--- config.mk ---
export PLATFORM = sky130hd
export DESIGN_NAME = ttt_game_ctrl
export DESIGN_NICKNAME = d
export VERILOG_FILES = /design/src/rtl/ttt_game_ctrl.sv
export SDC_FILE = /design/constraint.sdc
export NUM_CORES = 1
export LEC_CHECK = 0
export CAP_MARGIN = 0
export CORE_MARGIN = 5
export CORE_UTILIZATION = 46
export DETAILED_ROUTE_END_ITERATION = 16
export PLACE_DENSITY = 0.79
export SYNTH_ARGS = -nofsm -noshare
export SYNTH_HDL_FRONTEND = slang
export SYNTH_SLANG_ARGS = --single-unit
--- constraint.sdc ---
create_clock -name clk -period 1.8 [get_ports clk]
set_input_delay 0.18 -clock clk [delete_from_list [all_inputs] [get_ports clk]]
set_output_delay 0.18 -clock clk [all_outputs]
set_load 0.02 [all_outputs]
--- src/rtl/ttt_game_ctrl.sv ---
// Tic-tac-toe game sequencer: validates and commits moves, alternates turns, and detects win/draw.
// Optional macro TURN_TIMEOUT_EN adds a per-turn time limit that passes the move to the other player.
module ttt_game_ctrl #(
  parameter int unsigned CLK_DIV    = 25000,
  parameter int unsigned TIMEOUT_MS = 10000
) (
  input  logic        clk,
  input  logic        rst,
  input  logic        game_en,
  input  logic        key_valid,
  input  logic [3:0]  key_code,
  output logic [17:0] board,
  output logic        turn_o,
  output logic [1:0]  result,
  output logic        is_main,
  output logic        view_right,
  output logic [3:0]  move_count,
  output logic        move_reject
);

  typedef enum logic [1:0] {IDLE, PLAY, CHECK, DONE} state_t;

  state_t      state, state_n;
  logic [17:0] board_n;
  logic        turn_n;
  logic [1:0]  result_n;
  logic        view_n;
  logic [3:0]  count_n;
  logic        reject_n;

  logic [8:0]  x_plane, o_plane, mover_plane;
  logic [3:0]  key_idx, count_inc;
  logic        is_cell, is_restart, occupied, mover_wins;
  logic        timeout;

  // Cells are indexed 0..8 in row-major order (cell 1 = index 0).
  function automatic logic has_line(input logic [8:0] p);
    return (p[0] & p[1] & p[2]) | (p[3] & p[4] & p[5]) | (p[6] & p[7] & p[8]) |
           (p[0] & p[3] & p[6]) | (p[1] & p[4] & p[7]) | (p[2] & p[5] & p[8]) |
           (p[0] & p[4] & p[8]) | (p[2] & p[4] & p[6]);
  endfunction

  always_comb begin
    for (int c = 0; c < 9; c++) begin
      x_plane[c] = board[16-2*c];
      o_plane[c] = board[17-2*c];
    end
  end

  assign key_idx     = key_code - 4'd1;
  assign is_cell     = key_valid && (key_code >= 4'd1) && (key_code <= 4'd9);
  assign is_restart  = key_valid && (key_code == 4'd0);
  assign occupied    = x_plane[key_idx] | o_plane[key_idx];
  assign mover_plane = turn_o ? o_plane : x_plane;
  assign mover_wins  = has_line(mover_plane);
  assign count_inc   = (move_count >= 4'd9) ? 4'd9 : move_count + 4'd1;
  assign is_main     = (state == IDLE);

`ifdef TURN_TIMEOUT_EN
  int unsigned prescale, prescale_n, ms_cnt, ms_n;
  logic        tick;

  assign tick    = (prescale == CLK_DIV - 1);
  assign timeout = (state == PLAY) && tick && (ms_cnt == TIMEOUT_MS - 1);

  // The timer only runs while staying in PLAY; any restart, timeout or exit starts it over.
  always_comb begin
    prescale_n = 0;
    ms_n       = 0;
    if (state == PLAY && state_n == PLAY && !is_restart && !timeout) begin
      if (tick) begin
        ms_n = ms_cnt + 1;
      end else begin
        prescale_n = prescale + 1;
        ms_n       = ms_cnt;
      end
    end
  end

  always_ff @(posedge clk) begin
    if (!rst) begin
      prescale <= 0;
      ms_cnt   <= 0;
    end else begin
      prescale <= prescale_n;
      ms_cnt   <= ms_n;
    end
  end
`else
  logic unused_cfg;
  assign unused_cfg = (CLK_DIV == 0) ^ (TIMEOUT_MS == 0);
  assign timeout    = 1'b0;
`endif

  always_comb begin
    state_n  = state;
    board_n  = board;
    turn_n   = turn_o;
    result_n = result;
    count_n  = move_count;
    reject_n = 1'b0;
    view_n   = view_right;

    if (key_valid && key_code == 4'd10) begin
      view_n = 1'b0;
    end else if (key_valid && key_code == 4'd11) begin
      view_n = 1'b1;
    end

    case (state)
      IDLE: begin
        if (game_en) begin
          state_n  = PLAY;
          board_n  = '0;
          count_n  = '0;
          result_n = 2'b00;
          turn_n   = 1'b0;
        end
      end
      PLAY: begin
        if (is_restart) begin
          board_n  = '0;
          count_n  = '0;
          result_n = 2'b00;
          turn_n   = 1'b0;
        end else if (is_cell) begin
          if (occupied) begin
            reject_n = 1'b1;
          end else begin
            for (int c = 0; c < 9; c++) begin
              if (key_idx == 4'(c)) begin
                if (turn_o) board_n[17-2*c] = 1'b1;
                else        board_n[16-2*c] = 1'b1;
              end
            end
            state_n = CHECK;
          end
        end else if (timeout) begin
          turn_n = ~turn_o;
        end
      end
      // A completed line on the ninth stone counts as a win, not a draw.
      CHECK: begin
        count_n = count_inc;
        if (mover_wins) begin
          result_n = turn_o ? 2'b10 : 2'b01;
          state_n  = DONE;
        end else if (count_inc == 4'd9) begin
          result_n = 2'b11;
          state_n  = DONE;
        end else begin
          turn_n  = ~turn_o;
          state_n = PLAY;
        end
      end
      DONE: begin
        if (is_restart) begin
          board_n  = '0;
          count_n  = '0;
          result_n = 2'b00;
          turn_n   = 1'b0;
          state_n  = PLAY;
        end
      end
      default: state_n = IDLE;
    endcase

    // Leaving game mode wins over anything else decided this cycle.
    if (state != IDLE && !game_en) begin
      state_n  = IDLE;
      board_n  = '0;
      result_n = 2'b00;
      count_n  = '0;
      turn_n   = 1'b0;
      reject_n = 1'b0;
    end
  end

  always_ff @(posedge clk) begin
    if (!rst) begin
      state       <= IDLE;
      board       <= '0;
      turn_o      <= 1'b0;
      result      <= 2'b00;
      view_right  <= 1'b0;
      move_count  <= '0;
      move_reject <= 1'b0;
    end else begin
      state       <= state_n;
      board       <= board_n;
      turn_o      <= turn_n;
      result      <= result_n;
      view_right  <= view_n;
      move_count  <= count_n;
      move_reject <= reject_n;
    end
  end

endmodule

==> metrics <==
run status=complete, but fails checks; failing checks=setup timing; worst slack, placed=-0.6738 ns; layout overhead on the synthesized area=59.69%; maximum operating frequency=510.9 MHz; share of post-route cells with drive strength above 1=36.43%; minimum clock period=a little under 2 ns; Power per Cell Area=738.5 nW/um2; required time of the worst setup path=1.97 ns; Yosys reg bits=29; peak supply drop=0.4984 mV; number of synthesized flops with an enable pin=0; number of diodes=0; Setup Crit Path Kind=reg -> reg; vias in the first global route=1918; Congestion Overflow GR=0; number of pins exceeding their max-slew limit in the final report=0; Mean Syn Cell Area=8.913 um2; DR pass1 iterations=4; Hold Fails Final Rpt=0; Netlist cell types=45; number of nets with antenna violations after routing=0; # nets final=314; wire length of the first global-routing pass=9.032 mm; Worst setup SP type=flop; buffer depth of the longest clock path=2; cell area after synthesis=1800 um2; R2R depth=8; fraction of registers with async set/reset=0%; remaining routing DRC violations=0; number of levels in the clock H-tree=2; number of buffers added on ports=35; worst max-slew margin expressed relative to the limit=between 60% and 70%; CTS buffer count=5; number of buffers added to fix hold violations after cts=0; part of the Yosys area used for sequential elements=32.24%; global placer's final weighted congestion=0.8778; detailed-placement wirelength estimate=3.936 mm; horizontal die dimension=72.56 um; Fin Hold WS=0.3968 ns; TritonCTS clock tree=built; Root Driver=sky130_fd_sc_hd__clkbuf_8; routed length per placed instance=16.97 um; # setup viols final=21; setup repair after global routing missed its margin=yes; initial core utilization=48.45%; number of clock sinks=29; count of maximum capacitance violations=0; Iteration-0 DRC Markers=159; Placeable Area=3716 um2; leakage=1.181 nW; Vias/cell=5.617; Hold Path Cell Cnt=4; Tightest Pin Transition=0.4953 ns; final period utilization=108.7%; endpoint type of the worst setup path=flop; total global routing track utilization=22.11%; number of top-level pins=36; largest net degree at the start of global routing=19; source-to-sink clock delay at the later pin of the worst-skew pair=roughly 0.28 ns; number of standard cells after synthesis=202; syn_nets=226; ys flop type=sky130_fd_sc_hd__dfxtp_1; Hold/Removal Path Class=in -> reg; CP Data Arrival Time=2.13 ns; routed via count=roughly 1900; Worst Skew=between 0.005 and 0.006 ns; Die Span Y=72.56 um; final routed wirelength across all metal layers=5.752 mm; count of warnings emitted by yosys=0; largest fanout of any net on the critical path=4; final setup slack of the worst path=-0.1571 ns; clock transition at the register clock pins on the worst setup and hold paths after CTS=0.06 ns; Die Footprint=5265 um2; antenna violations before repair=0; row count=22
## cells in the final DEF (no fill, tap or decap), drive strengths merged, types with 2 or more instances in the layout
cell type	synthesis	final
a31oi	2	2
dlygate4sd2	0	2
nand3b	2	2
nand4	2	2
o211ai	2	2
xor2	3	3
inv	12	12
a21oi	21	21
clkdlybuf4s50	0	31
nor2	23	23
a22o	28	28
mux2i	2	2
dlymetal6s2s	0	2
ha	16	16
o21ai	6	6
nand2	10	10
clkbuf	4	7
nand3	3	3
nor3	7	7
dfxtp	29	29
o31ai	2	2
buf	4	53
a22oi	2	2
a21o	2	3
a211oi	3	3
or4	2	2
## layout make-up
| type | count | area (um2) |
|---|---|---|
| multi-input combinational | 154 | 1291 |
| fill | 265 | 840.8 |
| timing repair buffer | 88 | 769.5 |
| sequential | 29 | 608.1 |
| clock buffer | 7 | 96.34 |
| tap | 48 | 60.06 |
| inverter | 12 | 45.04 |
| clock inverter | 1 | 5.005 |
## power breakdown
group | internal, mW | switching, mW
clock | 0.345 | 0.249
combinational | 0.375 | 0.463
sequential | 0.667 | 0.0251
total | 1.39 | 0.737
## Yosys cell counts, types with 2 or more instances
cell type	number	area [um2]
sky130_fd_sc_hd__a211oi_1	2	15.01
sky130_fd_sc_hd__a21o_1	2	15.01
sky130_fd_sc_hd__a21oi_1	19	95.09
sky130_fd_sc_hd__a21oi_2	2	17.52
sky130_fd_sc_hd__a22o_1	28	245.2
sky130_fd_sc_hd__a22oi_1	2	15.01
sky130_fd_sc_hd__a31oi_1	2	12.51
sky130_fd_sc_hd__buf_2	4	20.02
sky130_fd_sc_hd__clkbuf_1	3	11.26
sky130_fd_sc_hd__dfxtp_1	29	580.6
sky130_fd_sc_hd__ha_1	16	200.2
sky130_fd_sc_hd__inv_1	11	41.29
sky130_fd_sc_hd__nand2_1	10	37.54
sky130_fd_sc_hd__nand3_1	3	15.01
sky130_fd_sc_hd__nand3b_1	2	15.01
sky130_fd_sc_hd__nand4_1	2	12.51
sky130_fd_sc_hd__nor2_1	23	86.33
sky130_fd_sc_hd__nor3_1	6	30.03
sky130_fd_sc_hd__o211ai_1	2	15.01
sky130_fd_sc_hd__o21ai_0	6	30.03
sky130_fd_sc_hd__or4_1	2	15.01
sky130_fd_sc_hd__xor2_1	3	26.28
## kinds of logic (layout without fill, tap and decap cells)
family / Yosys count / count (layout) / synth area share [%]
DFF: 29 / 29 / 32.24
and+or+nand+nor: 55 / 55 / 15.71
buffers and inverters: 20 / 108 / 4.517
xor gates and xnor gates: 4 / 4 / 1.946
AOI/OAI and AO/OA: 75 / 76 / 31.41
muxes: 3 / 3 / 3.058
adders and majority gates: 16 / 16 / 11.12
## per-stage QoR
step | setup TNS [ns] | power (mW) | util, % | std cells | instance area, um2
CTS | -1.593 | 2.056 | 74.28 | 336 | 2760
global placement | -14.06 | 1.393 | 68.79 | 323 | 2556
detailed placement | -16.16 | 1.412 | 68.79 | 323 | 2556
floorplan | -0.003885 | 1.147 | - | 202 | 1851
global route | -3.286 | 2.218 | 77.37 | 339 | 2875
finish | -2.132 | 2.123 | 77.37 | 339 | 2875
## flip-flops by register name, summed over array words and instances, names as in the netlist
name	count
board	18
result	2
turn_o	1
move_reject	1
state	2
move_count	4
view_right	1
## path summary, 6_finish.rpt
kind / from / slack [ns] / end
worst max-delay path: board[7] / -0.16 / board[1]
worst min-delay path: key_code[3] / 0.40 / view_right
worst max register to register: board[7] / -0.16 / board[1]
worst min register to register: move_count[1] / 0.50 / move_count[1]
## metal layers
metal | share of wire (%) | wire, um | track usage, %
met1 | 41 | 2336 | 24.22
met2 | 51 | 2959 | 41.48
met3 | 5.1 | 295 | 4.571
met4 | 2.8 | 161 | 7.787
met5 | 0 | 0 | 0
## repair_timing
item                                    in CTS  in global routing
gates cloned                                 1                  0
setup buffers                                4                  5
endpoints found under the setup margin      26                 27
gates resized for setup                     15                 28
pin swaps                                   11                 12
## critical path, stage by stage, from the launching register on
cell                      delay, ns
sky130_fd_sc_hd__dfxtp_2       0.35
sky130_fd_sc_hd__nor2_1        0.05
sky130_fd_sc_hd__mux4_2        0.49
sky130_fd_sc_hd__o21a_1        0.24
sky130_fd_sc_hd__mux2i_4       0.22
sky130_fd_sc_hd__buf_6         0.14
sky130_fd_sc_hd__nor3b_4       0.04
sky130_fd_sc_hd__buf_6         0.13
sky130_fd_sc_hd__a22o_1        0.19
Power figures use the tool's default switching activity.
